==> config.mk <==
export PLATFORM = sky130hd
export DESIGN_NAME = stream_rr_arbiter
export DESIGN_NICKNAME = d
export VERILOG_FILES = /design/src/rtl/rr_prio_pick.sv /design/src/rtl/stream_rr_arbiter.sv
export SDC_FILE = /design/constraint.sdc
export NUM_CORES = 1
export LEC_CHECK = 0
export ABC_AREA = 1
export CORE_AREA = 8 8 45 47
export CTS_CLUSTER_SIZE = 16
export DETAILED_ROUTE_END_ITERATION = 8
export DIE_AREA = 0 0 53 55
export PLACE_DENSITY = 0.52
export SETUP_SLACK_MARGIN = 0.5
export SLEW_MARGIN = 25
export SYNTH_ARGS = -nofsm -noshare
export SYNTH_HDL_FRONTEND = slang
export SYNTH_HIERARCHICAL = 1
export SYNTH_SLANG_ARGS = --single-unit
==> constraint.sdc <==
create_clock -name clk_i -period 1.7 [get_ports clk_i]
set_clock_uncertainty 0.1 [all_clocks]
set_input_delay 0.34 -clock clk_i [delete_from_list [all_inputs] [get_ports clk_i]]
set_output_delay 0.34 -clock clk_i [all_outputs]
set_load 0.05 [all_outputs]
==> src/rtl/rr_prio_pick.sv <==
// Cyclic priority picker: first set request at or after a start index, wrapping modulo N_INP.
// Purely combinational so any arbiter can wrap its own pointer/lock state around it.
module rr_prio_pick #(
  parameter int unsigned N_INP = 2,
  parameter int unsigned IDX_W = (N_INP > 1) ? $clog2(N_INP) : 1
) (
  input  logic [N_INP-1:0] req,
  input  logic [IDX_W-1:0] start,
  output logic [IDX_W-1:0] idx_c,
  output logic             any_c
);

  // start is always < N_INP, so a single conditional subtract is a full modulo
  function automatic int unsigned wrap_add(input int unsigned a, input int unsigned b);
    int unsigned s;
    s = a + b;
    return (s >= N_INP) ? s - N_INP : s;
  endfunction

  logic [N_INP-1:0] rot;
  int unsigned      off;
  logic             found;

  always_comb begin
    rot   = '0;
    off   = 0;
    found = 1'b0;
    idx_c = start;
    any_c = 1'b0;
    for (int unsigned i = 0; i < N_INP; i++) begin
      rot[i] = req[IDX_W'(wrap_add(int'(start), i))];
    end
    for (int unsigned i = 0; i < N_INP; i++) begin
      if (!found && rot[i]) begin
        found = 1'b1;
        off   = i;
      end
    end
    if (found) begin
      idx_c = IDX_W'(wrap_add(int'(start), off));
    end
    any_c = found;
  end

endmodule

==> src/rtl/stream_rr_arbiter.sv <==
// Round-robin arbiter merging N_INP valid/ready streams onto one output stream.
// Datapath is combinational; only the rotating pointer and stall lock are registered.
module stream_rr_arbiter #(
  parameter type         DATA_T = logic,
  parameter int unsigned N_INP  = 2,
  parameter int unsigned IDX_W  = (N_INP > 1) ? $clog2(N_INP) : 1
) (
  input  logic             clk_i,
  input  logic             rst_i,
  input  DATA_T            inp_data_i [N_INP],
  input  logic [N_INP-1:0] inp_valid_i,
  output logic [N_INP-1:0] inp_ready_o,
  output DATA_T            oup_data_o,
  output logic             oup_valid_o,
  input  logic             oup_ready_i,
  output logic [IDX_W-1:0] oup_sel_o
);

  logic [IDX_W-1:0] rr_q;
  logic             lock_q;
  logic [IDX_W-1:0] lock_idx_q;

  logic [IDX_W-1:0] pick_idx_c;
  logic             pick_any_c;
  logic [IDX_W-1:0] grant_c;
  logic [IDX_W-1:0] rr_next_c;

  rr_prio_pick #(
    .N_INP (N_INP),
    .IDX_W (IDX_W)
  ) u_pick (
    .req   (inp_valid_i),
    .start (rr_q),
    .idx_c (pick_idx_c),
    .any_c (pick_any_c)
  );

  // Locked grant keeps the stalled source on the output until it is accepted
  always_comb begin
    grant_c   = pick_idx_c;
    rr_next_c = '0;
    if (lock_q) begin
      grant_c = lock_idx_q;
    end
    if (grant_c != IDX_W'(N_INP - 1)) begin
      rr_next_c = grant_c + IDX_W'(1);
    end
  end

  always_comb begin
    oup_sel_o            = grant_c;
    oup_data_o           = inp_data_i[grant_c];
    oup_valid_o          = lock_q ? inp_valid_i[lock_idx_q] : pick_any_c;
    inp_ready_o          = '0;
    inp_ready_o[grant_c] = oup_ready_i;
    if (rst_i) begin
      oup_sel_o   = '0;
      oup_data_o  = inp_data_i[0];
      oup_valid_o = 1'b0;
      inp_ready_o = '0;
    end
  end

  always_ff @(posedge clk_i) begin
    if (rst_i) begin
      rr_q       <= '0;
      lock_q     <= 1'b0;
      lock_idx_q <= '0;
    end else if (oup_valid_o) begin
      if (oup_ready_i) begin
        rr_q   <= rr_next_c;
        lock_q <= 1'b0;
      end else begin
        lock_q     <= 1'b1;
        lock_idx_q <= grant_c;
      end
    end
  end

`ifndef SYNTHESIS
  if (N_INP < 1) begin : g_bad_n_inp
    $fatal(1, "stream_rr_arbiter: N_INP must be >= 1");
  end

  a_ready_onehot0: assert property (@(posedge clk_i) disable iff (rst_i)
    $onehot0(inp_ready_o));

  a_data_stable: assert property (@(posedge clk_i) disable iff (rst_i)
    (oup_valid_o && !oup_ready_i) |=> $stable(oup_data_o));

  a_locked_valid_held: assert property (@(posedge clk_i) disable iff (rst_i)
    lock_q |-> inp_valid_i[lock_idx_q]);
`endif

endmodule

==> metrics.txt <==
run status finished, violations left; violations in the final reports negative setup slack; most frequently used cell type in the post-synthesis netlist nand2_1; number of instances on the worst hold path 4; count of pins on the block boundary 12; via count of the first global-routing pass 364; top cell type's share of synthesized area 23.8%; worst-case vdd ir drop 251 uV; Adder-Cell Fraction of Synth Area 0%; H-Tree Depth 1; nets in the synthesized netlist 49; reported net switching power 0.173 mW; Post-route DRC 0; Antenna Cells 0; synthesized cell area 253 um^2; GRT Total Usage 6.44%; post-synthesis share of cell area spent on xor and xnor gates 0%; Yosys Warn Count 6; number of enable-type register cells in the synthesized netlist 0; sequential share of power 18.3%; clock transition at the registers of the reported paths 0.03 ns; Internal Power 0.285 mW; Sw Ratio 37.8%; final hold violations 0; final wirelength 729 um; core area 1380 um^2; number of antenna violations at the first check in global routing 0; remaining global-route overflow 0; crit path time final 1.79 ns; number of clock sinks seen by CTS 3; count of state elements after synthesis 3; synthesis-to-layout area growth 150%; crit share post-route 105%; biggest area contributors in the synthesized netlist dfxtp_1 24%, nand2_1 18%, inv_1 8.9%, nand3_2 7.9%, inv_2 5.9%; post-DR wirelength/cell 8.68 um; Synth Flop Type dfxtp_1; proportion of power drawn by combinational gates 55.2%; CP endpoint kind output pin; uppermost metal layer occupied by signal nets met3; post-synthesis share of cell area spent on and, or, nand and nor gates 49.5%; dpl hpwl 591 um; buffers added on ports 11; fraction of layout cells with a size suffix above 1 63.2%; element type at the critical path start input port; root buffer cell clkbuf_4; share of synthesized flip-flops with an asynchronous set or reset 0%; worst r2r dst lock_idx_q; Final Util 45.8%; required arrival time at the worst endpoint 1.26 ns; number of buffers inserted during clock tree synthesis 3; maximum number of buffers from clock root to sink 2; startpoint of the lowest-slack register-to-register path rr_q; areal power density over the cells 724 nW/um^2; Mean Syn Cell Area 6.02 um^2; start point of the worst hold path lock_idx_q; maxcap violations 0; CTS tree done; width of the chip 53 um; amount of wire on met2 after detailed routing 347 um; cells after synthesis 42; global-route wire length before repair 1.34 mm; Arrival @ worst endpoint 1.35 ns; Net count, final 76; category of the critical setup timing path input port to output pin; dominant combinational cell family by area after synthesis simple AND/OR/NAND/NOR gates; Routed met3 length 96 um; maximum number of pins on one net before global-route repair 5; std cell rows 14; Hold/Removal Path Class flop to flop; compound-gate portion of the synthesized area 10.4%; worst path setup slack after routing -0.0921 ns; wl on met1 285 um; relative contribution of the clock network to total power 26.5%; most frequent cells after synthesis 12 x nand2_1, 6 x inv_1, 4 x inv_2, 3 x dfxtp_1, 3 x nor2_1; worst-case register-to-register setup slack 0.43 ns; post-synthesis sequential area ratio 23.8%; CP max FO 3; Vias 331; effective utilization at floorplan 18.3%; vertical extent of the die 55 um; highest attainable clock frequency 558 MHz; post-detailed-route count of antenna-violating nets 0; setup violators final 3; DIE AREA 2920 um^2; hold-fix buffers at CTS 0; hold-critical path endpoint lock_idx_q; Pins Over Slew Limit 0; unique cell type count in the Yosys netlist 16; total power consumption of the routed design 0.458 mW; slew at the pin closest to its max-slew limit 0.186 ns; GP Congestion 0.807; cell accounting for the most synthesized area dfxtp_1; Reg2Reg Depth 8; Starting DRT DRC Count 4; detailed-routing iteration count for the pre-antenna-repair pass 4; post-detailed-route via-to-cell ratio 3.94; tightest slew margin relative to the limit 87.6%; Clk Latency, worst-skew pair 0.23 ns; portion of netlist area occupied by mux cells 0%; RSZ-0062 raised after global routing true; leakage 0.298 nW
## worst max path at each step
stage                               from              to  depth (start not counted)
after global placement    inp_valid_i[0]  inp_ready_o[0]                          9
after floorplan           inp_valid_i[1]      oup_data_o                          8
after CTS                           rr_q      oup_data_o                          9
after global routing                rr_q  inp_ready_o[0]                          7
after detailed placement  inp_valid_i[0]      oup_data_o                         11
final                              rst_i  inp_ready_o[1]                          6
## sequential cells by signal (all words and copies together) (netlist names)
signal	count
lock_idx_q	1
lock_q	1
rr_q	1
## critical path, stage by stage
cell and delay [ns]:
clkdlybuf4s50_1 0.43, inv_2 0.12, nand2_4 0.09, buf_4 0.14, nor2_4 0.08, buf_8 0.15
## final cells by class
class	instances	area, um^2
repair buffers	22	225
clock buffers	4	26.3
well taps	16	20.0
flip-flops and latches	3	61.3
multi-input cells	28	246
inverters	11	53.8
fillers	150	751
## cell families (layout without fill, tap and decap cells)
kind of cell,Yosys count,count (layout)
DFF,3,3
buffers and inverters,11,37
AOI/OAI and AO/OA,4,4
and+or+nand+nor,24,24
## power by group through the flow
stage	combinational, mW	sequential [mW]	clock [mW]
after floorplan	0.123	0.0840	0
after global placement	0.213	0.0853	0
after detailed placement	0.213	0.0853	0
after CTS	0.231	0.0839	0.130
after global routing	0.270	0.0850	0.134
final	0.253	0.0839	0.121
## layout by cell type, fill, tap and decap left out, types with 3 or more instances in the layout
master | synthesis | layout
inv_1 | 6 | 4
buf_4 | 0 | 10
inv_2 | 4 | 4
buf_12 | 0 | 3
clkdlybuf4s50_1 | 0 | 3
nand2_4 | 1 | 4
nand2_1 | 12 | 7
clkbuf_4 | 0 | 3
## routing by layer
layer / vias to the layer above / global-route usage [%]
met5: - / 0
met4: 0 / 7.76
met3: 0 / 3.74
met2: 12 / 9.57
met1: 139 / 5.61
li1: 180 / -
## what timing repair did
action / 4_1_cts / 5_1_grt
pin swaps: 9 / 1
setup buffers: 2 / 1
cloned: 0 / 0
resized for setup: 16 / 7
setup endpoints to repair: 8 / 8
## through the flow
step	std cells	instance area (um^2)	worst slack, ns	TNS [ns]	hold WS [ns]
floorplan	42	317	0.174	0	0.340
global route	84	633	-0.171	-0.534	0.524
detailed placement	77	532	-0.498	-2.82	0.379
CTS	83	583	-0.105	-0.225	0.464
finish	84	633	-0.0921	-0.230	0.458
global placement	77	532	-0.500	-2.83	0.381
(Power assumes the default switching activity.)
